## config.mk

```make
export PLATFORM = sky130hd
export DESIGN_NAME = ws2812
export DESIGN_NICKNAME = d
export VERILOG_FILES = /design/src/rtl/ws2812_pkg.sv /design/src/rtl/ws2812_bit_encoder.sv /design/src/rtl/ws2812.sv
export SDC_FILE = /design/constraint.sdc
export NUM_CORES = 1
export LEC_CHECK = 0
export BUFFER_PORTS_ARGS = -buffer_cell sky130_fd_sc_hd__buf_2
export CAP_MARGIN = 20
export CELL_PAD_IN_SITES_DETAIL_PLACEMENT = 0
export CELL_PAD_IN_SITES_GLOBAL_PLACEMENT = 1
export CORE_UTILIZATION = 24
export DETAILED_ROUTE_END_ITERATION = 10
export PLACE_DENSITY_LB_ADDON = 0.05
export REMOVE_ABC_BUFFERS = 1
export SLEW_MARGIN = 25
export SYNTH_ARGS = -nofsm -noshare
export SYNTH_HDL_FRONTEND = slang
export SYNTH_SLANG_ARGS = --single-unit
```

## constraint.sdc

```tcl
create_clock -name clk -period 3.54 [get_ports clk]
set_input_delay 0.177 -clock clk [delete_from_list [all_inputs] [get_ports clk]]
set_output_delay 0.177 -clock clk [all_outputs]
set_load 0.02 [all_outputs]
```

## src/rtl/ws2812_pkg.sv

```systemverilog
// Shared types and timing helpers for the WS2812 chain driver.
// All pulse widths are whole clk cycles derived from the clock frequency in MHz.
package ws2812_pkg;

    typedef logic [23:0] rgb_t;

    typedef enum logic {
        STATE_DATA  = 1'b0,
        STATE_RESET = 1'b1
    } state_e;

    localparam int unsigned BitsPerLed = 24;

    // High time of a 1-bit (~900 ns), truncated to whole cycles.
    function automatic int unsigned t_on(input int unsigned clk_mhz);
        return clk_mhz * 900 / 1000;
    endfunction

    // High time of a 0-bit (~350 ns), truncated to whole cycles.
    function automatic int unsigned t_off(input int unsigned clk_mhz);
        return clk_mhz * 350 / 1000;
    endfunction

    // Latch gap between frames (~280 us).
    function automatic int unsigned t_reset(input int unsigned clk_mhz);
        return clk_mhz * 280;
    endfunction

    function automatic int unsigned t_bit(input int unsigned clk_mhz);
        return t_on(clk_mhz) + t_off(clk_mhz);
    endfunction

    function automatic int unsigned frame_cycles(input int unsigned num_leds,
                                                 input int unsigned clk_mhz);
        return num_leds * BitsPerLed * t_bit(clk_mhz) + t_reset(clk_mhz);
    endfunction

endpackage

```

## src/rtl/ws2812_bit_encoder.sv

```systemverilog
// NRZ encoder for one WS2812 bit period: a high pulse whose width depends on the bit value,
// followed by low time, with a done strobe on the last cycle of the period.
module ws2812_bit_encoder
    import ws2812_pkg::*;
#(
    parameter int unsigned CLK_MHZ = 12
) (
    input  logic clk_i,
    input  logic reset_i,
    input  logic start_i,
    input  logic bit_i,
    output logic data_o,
    output logic bit_done_o
);

    localparam int unsigned TOn  = t_on(CLK_MHZ);
    localparam int unsigned TOff = t_off(CLK_MHZ);
    localparam int unsigned TBit = TOn + TOff;
    localparam int unsigned CntW = (TBit > 1) ? $clog2(TBit) : 1;
    localparam logic [CntW-1:0] CntLast = CntW'(TBit - 1);

    logic [CntW-1:0] clk_counter_q, clk_counter_d;
    logic [31:0]     high_cycles;

    // Bit periods run back to back while start_i is held; dropping it parks the counter at 0.
    always_comb begin
        high_cycles   = bit_i ? TOn : TOff;
        bit_done_o    = start_i && (clk_counter_q == CntLast);
        data_o        = start_i && (32'(clk_counter_q) < high_cycles);
        clk_counter_d = '0;
        if (start_i && !bit_done_o) begin
            clk_counter_d = clk_counter_q + CntW'(1);
        end
    end

    always_ff @(posedge clk_i) begin
        if (reset_i) begin
            clk_counter_q <= '0;
        end else begin
            clk_counter_q <= clk_counter_d;
        end
    end

endmodule

```

## src/rtl/ws2812.sv

```systemverilog
// Self-refreshing WS2812 chain driver: per-LED colour register file, continuously
// serialised LED 0 first, with a latch gap between frames.
module ws2812
    import ws2812_pkg::*;
#(
    parameter int unsigned NUM_LEDS = 8,
    parameter int unsigned CLK_MHZ  = 12
) (
    input  logic        clk,
    input  logic        reset,
    input  logic [23:0] rgb_data,
    input  logic [7:0]  led_num,
    input  logic        write,
    output logic        data
);

    localparam int unsigned TReset = t_reset(CLK_MHZ);
    localparam int unsigned LedW   = (NUM_LEDS > 1) ? $clog2(NUM_LEDS) : 1;
    localparam int unsigned RstW   = (TReset > 1) ? $clog2(TReset) : 1;
    localparam logic [LedW-1:0] LastLed = LedW'(NUM_LEDS - 1);
    localparam logic [RstW-1:0] RstLast = RstW'(TReset - 1);
    localparam logic [4:0]      TopBit  = 5'(BitsPerLed - 1);

    rgb_t            led_reg_q [NUM_LEDS];
    rgb_t            current_word_q, current_word_d;
    state_e          state_q, state_d;
    logic [LedW-1:0] led_counter_q, led_counter_d;
    logic [4:0]      bit_counter_q, bit_counter_d;
    logic [RstW-1:0] reset_cnt_q, reset_cnt_d;
    logic            capture;
    logic [LedW-1:0] capture_idx;
    logic            enc_start;
    logic            enc_bit;
    logic            bit_done;

    always_ff @(posedge clk) begin
        if (reset) begin
            for (int i = 0; i < int'(NUM_LEDS); i++) begin
                led_reg_q[i] <= '0;
            end
        end else if (write && ({24'd0, led_num} < NUM_LEDS)) begin
            led_reg_q[led_num[LedW-1:0]] <= rgb_data;
        end
    end

    always_comb begin
        state_d       = state_q;
        led_counter_d = led_counter_q;
        bit_counter_d = bit_counter_q;
        reset_cnt_d   = reset_cnt_q;
        capture       = 1'b0;
        unique case (state_q)
            STATE_RESET: begin
                if (reset_cnt_q == RstLast) begin
                    state_d       = STATE_DATA;
                    led_counter_d = LastLed;
                    bit_counter_d = TopBit;
                    reset_cnt_d   = '0;
                    capture       = 1'b1;
                end else begin
                    reset_cnt_d = reset_cnt_q + RstW'(1);
                end
            end
            STATE_DATA: begin
                if (bit_done) begin
                    if (bit_counter_q != 5'd0) begin
                        bit_counter_d = bit_counter_q - 5'd1;
                    end else if (led_counter_q != '0) begin
                        led_counter_d = led_counter_q - LedW'(1);
                        bit_counter_d = TopBit;
                        capture       = 1'b1;
                    end else begin
                        state_d       = STATE_RESET;
                        led_counter_d = '0;
                        bit_counter_d = '0;
                    end
                end
            end
        endcase
    end

    // The word is latched on the edge that starts its bit 23, so later writes wait a frame.
    always_comb begin
        capture_idx    = LastLed - led_counter_d;
        current_word_d = capture ? led_reg_q[capture_idx] : current_word_q;
    end

    always_ff @(posedge clk) begin
        if (reset) begin
            state_q        <= STATE_RESET;
            led_counter_q  <= '0;
            bit_counter_q  <= '0;
            reset_cnt_q    <= '0;
            current_word_q <= '0;
        end else begin
            state_q        <= state_d;
            led_counter_q  <= led_counter_d;
            bit_counter_q  <= bit_counter_d;
            reset_cnt_q    <= reset_cnt_d;
            current_word_q <= current_word_d;
        end
    end

    always_comb begin
        enc_start = (state_q == STATE_DATA);
        enc_bit   = current_word_q[bit_counter_q];
    end

    ws2812_bit_encoder #(
        .CLK_MHZ(CLK_MHZ)
    ) u_bit_encoder (
        .clk_i     (clk),
        .reset_i   (reset),
        .start_i   (enc_start),
        .bit_i     (enc_bit),
        .data_o    (data),
        .bit_done_o(bit_done)
    );

endmodule

```

==> flow_metrics.tcl, run 1 <==
set metrics [dict create \
    sw_frac_of_total_pct 22.3 \
    die-area_mm2 0.0510 \
    critPathKind "flip-flop to output port" \
    combPwrFrac_pct 4.0 \
    dpl.cell_count 1710 \
    antenna_left 0 \
    drt_iter0_drc 488 \
    place.gp.congestion 0.740 \
    synth_area_leaders "edfxtp_1, and2_1, dfxtp_1" \
    synth_edf_count 192 \
    ys_seq_elements 241 \
    power.internal_mw 5.13 \
    slew_headroom_pct 36.0 \
    grt_pass1_wl_um 62900 \
    drive_gt1_share_pct 16.2 \
    vias 8576 \
    ys_async_sr_fraction_pct 0 \
    synthesis.instances 1053 \
    leakage_nw 4.76 \
    min_path_cells 2 \
    hold_viol 0 \
    setup_viol 0 \
    routed_via_density 4.80 \
    fill_cells 5058 \
    mostFrequentLayoutCells "and2_1, edfxtp_1, nand2_1" \
    critPathArrivalTime_ns 3.14 \
    coreArea_mm2 0.0492 \
    ys.warnings.count 0 \
    wire_per_inst_um 24.1 \
    maxSlewViolCount 0 \
    synth_top_area_share_pct 48.0 \
    antenna_found_initial 3 \
    r2r_cells 9 \
    grt-ovfl-total 0 \
    clk_pin_slew_ns 0.06 \
    io_buffers 35 \
    grt_use_total_pct 17.2 \
    fin_hold_ws_ns 0.0234 \
    hpwl_um 24700 \
    drv_cap 0 \
    grt_pass1_vias 8825 \
    fin_cells 1788 \
    floorplan.initialDensity_pct 24.5 \
    layout_setup_ws_ns 0.226 \
    period_needed_ns 3.31 \
    cp.required_ns 3.36 \
    drc 0 \
    cts_buffers 31 \
    ios 36 \
    grt_max_degree 59 \
    yosys.area.top_type "edfxtp_1" \
    clock_skew_ns 0.0175 \
    start_kind "flip-flop" \
    fin_tns_setup_ns 0 \
    area_delta_synth_final_pct 19.0 \
    total_power_mw 6.60 \
    die_x_um 226 \
    power.density_mw_per_mm2 461 \
    cp_max_fo 6 \
    rsz0062_at_grt "no" \
    clockPowerShare_pct 47.3 \
    clockBufferDepth 3 \
    power_switching_mw 1.47 \
    peakVddDrop_mv 0.336 \
    synth-main-ff-cell "edfxtp_1" \
    status "complete, no violations" \
    ys_seq_area_share_pct 56.1 \
    max_freq_mhz 302 \
    synth_area_mm2 0.0120 \
    worst_slew_pin_slew_ns 0.960 \
    hold_class "primary input to flip-flop" \
    min_period_over_period_pct 93.6 \
    ctsRootBufferMaster "clkbuf_16" \
    cts_tree "yes" \
    nNetsFinal 1143 \
    rows 81 \
    clock_latency_ns 0.58 \
    dr.pass1.iters 7 \
    synth_area_per_cell_um2 11.4 \
    pre_cts_ws_ns 0.525 \
    wl_um 43100 \
    cts.sink_count 241 \
    die_h_um 226 \
    endpoint_kind "output port" \
    htree_levels 1 \
    p_seq_share_pct 48.7 \
    yosysUniqueCellTypes 62 \
]
flip-flops by register name, indices dropped and copies added, names as in the netlist:
signal and count:
led_reg_q 192, bit_counter_q 5, led_counter_q 3, u_bit_encoder.clk_counter_q 4
state_q 1, current_word_q 24, reset_cnt_q 12
final cells by class:
| cell class | instances | area, um^2 | share of cell area, % |
|---|---|---|---|
| Clock inverter | 9 | 118 | 0.822 |
| Timing Repair Buffer | 99 | 766 | 5.35 |
| Antenna cell | 1 | 2.50 | 0.0175 |
| Clock buffer | 47 | 856 | 5.98 |
| Multi-Input combinational cell | 718 | 4940 | 34.6 |
| Inverter | 9 | 33.8 | 0.236 |
| Sequential cell | 241 | 6760 | 47.2 |
| Tap cell | 664 | 831 | 5.81 |
kinds of logic (layout without fill, tap and decap cells):
family                     count (synthesis)  after routing  synth area share (%)
adders and majority gates                  8              8                 0.833
xor gates and xnor gates                  10             10                 0.729
and+or+nand+nor                          414            414                  19.2
DFF                                      241            241                  56.1
buffers and inverters                     94            164                  3.33
muxes                                     57             57                  5.66
AOI/OAI and AO/OA                        229            229                  14.2
other                                      0              1                     0
Yosys cell counts (3+ instances only):
cell type  instances
and2_1           192
edfxtp_1         192
nand2_1           91
clkbuf_1          61
nor2_1            54
dfxtp_1           49
a21oi_1           34
o21ai_0           29
mux2_2            28
a221oi_1          25
a22oi_1           25
a311oi_1          25
a32oi_1           24
nor3b_1           24
o22ai_1           24
o32a_1            24
mux2_1            20
buf_2             14
nor3_1            10
inv_1              9
ha_1               8
or2_2              8
xor2_1             6
buf_1              5
mux2i_1            5
mux4_2             4
nand3_1            4
nand4_1            4
xnor2_1            4
a31oi_1            3
and3_1             3
buf_6              3
nand2b_1           3
o21ai_1            3
or3_1              3
worst max-delay path: stages, from the launching register on:
cell      delay, ns
dfxtp_4        0.39
mux4_2         0.52
nor2_1         0.12
a31oi_1        0.07
a221oi_2       0.27
a21o_1         0.23
inv_1          0.07
ha_1           0.19
or4_1          0.40
o21ai_1        0.14
buf_4          0.15
per-layer routing:
| metal | routed length [um] | share of wire [%] | GRT usage, % | vias up |
|---|---|---|---|---|
| met1 | 21400 | 50 | 24.6 | 4311 |
| met3 | 1420 | 3.3 | 2.25 | 56 |
| met5 | 0 | 0 | 0 | - |
| met4 | 937 | 2.2 | 4.17 | 0 |
| met2 | 19400 | 45 | 27.1 | 161 |
| li1 | - | - | - | 4048 |
power by group through the flow:
stage	registers, mW	clock network (mW)	logic, mW
after floorplan	3.26	0	0.121
after global placement	3.27	0	0.258
after detailed placement	3.27	0	0.258
after CTS	3.21	3.21	0.274
after global routing	3.22	3.31	0.289
final	3.21	3.12	0.263
repair_timing:
item | 4_1_cts | 5_1_grt
hold buffers | 18 | 0
gates resized for setup | 2 | 7
endpoints found under the setup margin | 1 | 1
pin swaps | 0 | 4
endpoints found under the hold margin | 132 | 0
setup buffers | 0 | 3
final timing paths:
check,from,end,slack [ns]
setup / recovery,bit_counter_q[1],data,0.23
hold / removal,rgb_data[23],led_reg_q[1][23],0.02
setup reg to reg,bit_counter_q[0],current_word_q[1],0.53
hold reg to reg,u_bit_encoder.clk_counter_q[0],u_bit_encoder.clk_counter_q[0],0.48
through the flow:
stage / cell area, um^2 / util [%]
floorplan: 11700 / -
global placement: 13100 / 26.7
detailed placement: 13100 / 26.7
CTS: 14300 / 29.0
global route: 14300 / 29.1
finish: 14300 / 29.1
Power figures use the tool's default switching activity.
==> run 2, diff against run 1 <==
- CORE_UTILIZATION: 24 -> 51
==> run 2 against run 1 <==
Combinational power down 14%. Register-to-register slack worse by 0.07 ns. Critical path depth is the same. Clock power shrank 7.4%. Global-route usage rose by 11 points. Sequential share of layout area increased by 2.5 points. Fmax fell by 3.4%. Largest power group unchanged. Die area fell by 53%. Clock skew is 0.0070 ns lower. Wire length down 23%. Via count rose by 0.76%. Critical endpoint unchanged. Final cell count is 21% lower.
==> flow_metrics.tcl, run 2 (same netlist as run 1, synthesis figures left out) <==
set metrics [dict create \
    status "complete, no violations" \
    sw_frac_of_total_pct 20.7 \
    clock_latency_ns 0.54 \
    rsz0062_at_grt "no" \
    die-area_mm2 0.0242 \
    clock_skew_ns 0.0106 \
    clockBufferDepth 3 \
    endpoint_kind "output port" \
    slowest_delay_ns 0.57 \
    floorplan.initialDensity_pct 52.6 \
    max_freq_mhz 292 \
    critPathArrivalTime_ns 3.25 \
    power_switching_mw 1.31 \
    htree_levels 1 \
    io_buffers 35 \
    critPathKind "flip-flop to output port" \
    largest_reg_flops 192 \
    crit_path_cell_trace "mux4_2, nand2_1, nand2_1, a221oi_1, a21o_1, inv_1, ha_1, or4_1, o21ai_0, buf_2" \
    ctsRootBufferMaster "clkbuf_16" \
    grt_pass1_wl_um 50500 \
    die_x_um 156 \
    nNetsFinal 1121 \
    critical_path.slowest_cell "mux4_2" \
    min_period_over_period_pct 96.9 \
    drive_gt1_share_pct 15.5 \
    grt-ovfl-total 0 \
    combPwrFrac_pct 3.6 \
    coreArea_mm2 0.0228 \
    clk_pin_slew_ns 0.06 \
    slew_headroom_pct 36.8 \
    critPathMostFrequentCell "nand2_1" \
    r2r_cells 9 \
    maxSlewViolCount 0 \
    cp-startpoint "bit_counter_q[2]" \
    cp_max_fo 13 \
    drc 0 \
    wire_per_inst_um 23.5 \
    worst_slew_pin_slew_ns 0.948 \
    endpoint "data" \
    p_seq_share_pct 50.8 \
    grt_use_total_pct 28.1 \
    final_area_mm2 0.0136 \
    wl_um 33200 \
    fin_tns_setup_ns 0 \
    dpl.cell_count 1355 \
    dr.pass1.iters 7 \
    rrSetupSlack_ns 0.46 \
    grt_max_degree 103 \
    hold_class "primary input to flip-flop" \
    rows 55 \
    drt_iter0_drc 762 \
    placed_area_mm2 0.0126 \
    r2r-start "bit_counter_q[0]" \
    leakage_nw 4.63 \
    start_kind "flip-flop" \
    die_h_um 156 \
    power.density_mw_per_mm2 466 \
    n_antenna_cell 0 \
    vias 8641 \
    routed_via_density 6.12 \
    cp.required_ns 3.36 \
    hpwl_um 18800 \
    fin_hold_ws_ns 0.0127 \
    peakVddDrop_mv 0.497 \
    cts_buffers 27 \
    r2r_end "current_word_q[7]" \
    fin_cells 1411 \
    cts_tree "yes" \
    utilization_pct 59.4 \
    setup_viol 0 \
    clockPowerShare_pct 45.6 \
    power.internal_mw 5.02 \
    place.gp.congestion 0.873 \
    antenna_left 0 \
    area_delta_synth_final_pct 13.0 \
    antenna_found_initial 0 \
    grt_pass1_vias 8328 \
    largestRegisters "led_reg_q: 192 flops, current_word_q: 24 flops, reset_cnt_q: 12 flops" \
    mostFrequentLayoutCells "and2_1, edfxtp_1, nand2_1" \
    drv_cap 0 \
    top_register "led_reg_q" \
    period_needed_ns 3.43 \
    hold_viol 0 \
    cts.sink_count 241 \
    ios 36 \
]
## run 2: changes by cell type in the layout (fill, tap and decap cells not counted), sizes merged, moves of 2 or more
cell and change:
buf -6, clkinv +2, clkbuf -12, bufinv +2, dlygate4sd3 -12
## run 2: area by class of cell
class,count,area [um^2]
Clock buffer,35,706
Clock inverter,14,196
Fill cell,1857,9270
Inverter,9,33.8
Multi-Input combinational cell,718,4920
Sequential cell,241,6760
Tap cell,313,392
Timing Repair Buffer,81,577
## run 2: worst max-delay path: cells and delay by family (launching register included)
kind                     cells  cell delay, ns
adder cells (fa/ha/maj)      1            0.19
multiplexers                 1            0.57
buffers and inverters        2            0.24
AND/OR/NAND/NOR              3            0.61
flip-flops                   1            0.46
AO/OA/AOI/OAI                3            0.64
## run 2: what timing repair did
action,4_1_cts,5_1_grt
hold endpoints to repair,41,0
setup buffers,0,1
resized for setup,3,3
pin swaps,0,0
hold buffers,6,0
setup endpoints to repair,1,1
## run 2: how the worst min path moves through the flow
stage                                         startpoint                              to  slack (ns)  cells after the start
after floorplan                                    reset                bit_counter_q[0]        0.25                      1
after global placement    u_bit_encoder.clk_counter_q[0]  u_bit_encoder.clk_counter_q[0]        0.45                      1
after detailed placement  u_bit_encoder.clk_counter_q[0]  u_bit_encoder.clk_counter_q[0]        0.46                      1
after CTS                                   rgb_data[23]                led_reg_q[4][23]       0.001                      2
after global routing                        rgb_data[12]                led_reg_q[7][12]        0.02                      2
final                                       rgb_data[20]                led_reg_q[6][20]        0.01                      2
## run 2: routing by layer
layer	global-route usage (%)	part of all wire, %
met1	41.0	46
met2	43.6	45
met4	8.17	2.6
met3	4.08	6.4
met5	0	0
## run 2: stage by stage
stage / worst slack, ns / total power, mW
floorplan: -2.51 / 3.38
global placement: 0.442 / 3.49
detailed placement: 0.346 / 3.49
CTS: 0.0479 / 6.36
global route: 0.0108 / 6.50
finish: 0.111 / 6.32
## run 2: power groups by stage
stage          clock (mW)  sequential, mW  combinational [mW]
2_1_floorplan           0            3.26               0.121
3_3_place_gp            0            3.27               0.221
3_5_place_dp            0            3.27               0.222
4_1_cts              2.92            3.21               0.228
5_1_grt              3.03            3.22               0.247
6_report             2.89            3.21               0.226
==> run 3, diff against run 2 <==
- GPL_TIMING_DRIVEN: not set -> 0
- RECOVER_POWER: not set -> 25
- SKIP_CTS_REPAIR_TIMING: not set -> 1
==> run 3 against run 2 <==
Global-route usage decreased by 0.44 points. Via count increased by 0.49%. Sequential cell count unchanged. Combinational power about the same. Cell area increased by 3.4%. Die area unchanged. Register-to-register slack got worse by 0.29 ns. Clock power increased by 12%. Highest routed layer unchanged. The flow now finishes with violations (hold timing). Fmax increased by 0.40%.
==> flow_metrics.tcl, run 3 (same netlist as run 1, synthesis figures left out) <==
set metrics [dict create \
    grt_pass1_vias 8192 \
    top_register "led_reg_q" \
    htree_levels 1 \
    final_area_mm2 0.0140 \
    dpl.cell_count 1344 \
    place.gp.congestion 0.762 \
    hpwl_um 19300 \
    antenna_left 0 \
    critical_path.slowest_cell "mux4_2" \
    grt_max_degree 60 \
    cp.depth 10 \
    wl_um 33000 \
    drt_iter0_drc 801 \
    cp_top_family "compound AO/OA/AOI/OAI gates" \
    peakVddDrop_mv 0.376 \
    dr.pass1.iters 5 \
    total_power_mw 6.67 \
    min_period_over_period_pct 96.5 \
    hold_viol 43 \
    max_freq_mhz 293 \
    critPathMostFrequentCell "nand2_1" \
    area_delta_synth_final_pct 16.8 \
    status "finished, violations left" \
    slew_headroom_pct 17.8 \
    fin_hold_ws_ns -0.0176 \
    grt-ovfl-total 0 \
    drv_cap 0 \
    die-area_mm2 0.0242 \
    largestRegisters "led_reg_q: 192 flops, current_word_q: 24 flops, reset_cnt_q: 12 flops" \
    power.density_mw_per_mm2 475 \
    placed_area_mm2 0.0128 \
    critPathKind "flip-flop to output port" \
    ctsRootBufferMaster "clkbuf_16" \
    wire_per_inst_um 23.3 \
    floorplan.initialDensity_pct 52.6 \
    cp_max_fo 9 \
    vias 8683 \
    clock_skew_ns 0.0224 \
    cts_tree "yes" \
    start_kind "flip-flop" \
    cp.required_ns 3.36 \
    setup_viol 0 \
    antenna_found_initial 0 \
    coreArea_mm2 0.0228 \
    hold_class "primary input to flip-flop" \
    fin_cells 1414 \
    grt_use_total_pct 27.7 \
    drive_gt1_share_pct 16.9 \
    drc 0 \
    clk_pin_slew_ns 0.06 \
    min_path_cells 2 \
    final_common_cell "edfxtp_1" \
    ios 36 \
    period_needed_ns 3.42 \
    rows 55 \
    clockBufferDepth 3 \
    slowest_delay_ns 0.57 \
    cts.sink_count 241 \
    worst_slew_pin_slew_ns 1.22 \
    grt_pass1_wl_um 49800 \
    nNetsFinal 1122 \
    r2r_cells 8 \
    routed_via_density 6.14 \
    endpoint_kind "output port" \
    mostFrequentLayoutCells "edfxtp_1, and2_1, nand2_1" \
    path_buf_inv 2 \
    maxSlewViolCount 0 \
    die_h_um 156 \
    clock_latency_ns 0.56 \
    die_x_um 156 \
    utilization_pct 61.5 \
    largest_reg_flops 192 \
    violations "hold timing" \
    critPathArrivalTime_ns 3.24 \
    cts_buffers 27 \
    io_buffers 35 \
    crit_path_cell_trace "mux4_2, nand2_1, nand2_1, a221oi_1, a21o_1, inv_1, ha_1, or4_1, o21ai_0, buf_2" \
    leakage_nw 4.77 \
]
run 3: changes by cell type in the layout (fill, tap and decap cells not counted), sizes merged:
cell and change:
bufinv +3, diode +1, clkinv +1, clkinvlp -1, buf -1, inv +1
clkbuf -3, dlygate4sd3 +2
run 3: path summary, 6_finish.rpt:
path	start	to	slack (ns)
worst min register to register	u_bit_encoder.clk_counter_q[0]	u_bit_encoder.clk_counter_q[0]	0.48
worst min-delay path	rgb_data[18]	led_reg_q[3][18]	-0.02
worst max-delay path	bit_counter_q[2]	data	0.12
worst max register to register	state_q	current_word_q[7]	0.17
run 3: per-stage QoR:
| step | setup slack, ns | TNS (ns) |
|---|---|---|
| CTS | -0.456 | -7.61 |
| detailed placement | -0.363 | -6.80 |
| global placement | -7.60 | -412.58 |
| global route | -0.000295 | -0.000295 |
| finish | 0.125 | 0 |
| floorplan | -2.51 | -63.43 |
run 3: final cells by class:
| cell class | instances | area [um^2] |
|---|---|---|
| antenna | 1 | 2.50 |
| sequential | 241 | 6760 |
| clock inverter | 18 | 309 |
| tap | 313 | 392 |
| timing repair buffer | 82 | 832 |
| clock buffer | 32 | 724 |
| fill | 1783 | 8800 |
| multi-input combinational | 718 | 4990 |
| inverter | 9 | 33.8 |
run 3: power breakdown:
group | internal, mW | leakage, nW | switching, mW
combinational | 0.0874 | 2.04 | 0.141
sequential | 3.16 | 2.22 | 0.0436
clock | 2.05 | 0.512 | 1.18
total | 5.30 | 4.77 | 1.37
run 3: layer usage:
| layer | global-route usage [%] | wire (um) | vias to the layer above |
|---|---|---|---|
| met1 | 40.1 | 14700 | 4250 |
| met3 | 4.94 | 2760 | 58 |
| li1 | - | - | 4010 |
| met2 | 42.6 | 14600 | 365 |
| met5 | 0 | 0 | - |
| met4 | 7.98 | 860 | 0 |
run 3: worst reg2reg max path: stages (launching register included):
cell      delay [ns]
dfxtp_1         0.59
nand2_1         0.22
or4_2           1.11
o21ai_4         0.37
buf_16          0.22
buf_16          0.18
o32a_1          0.17
a32oi_1         0.10
a311oi_1        0.32
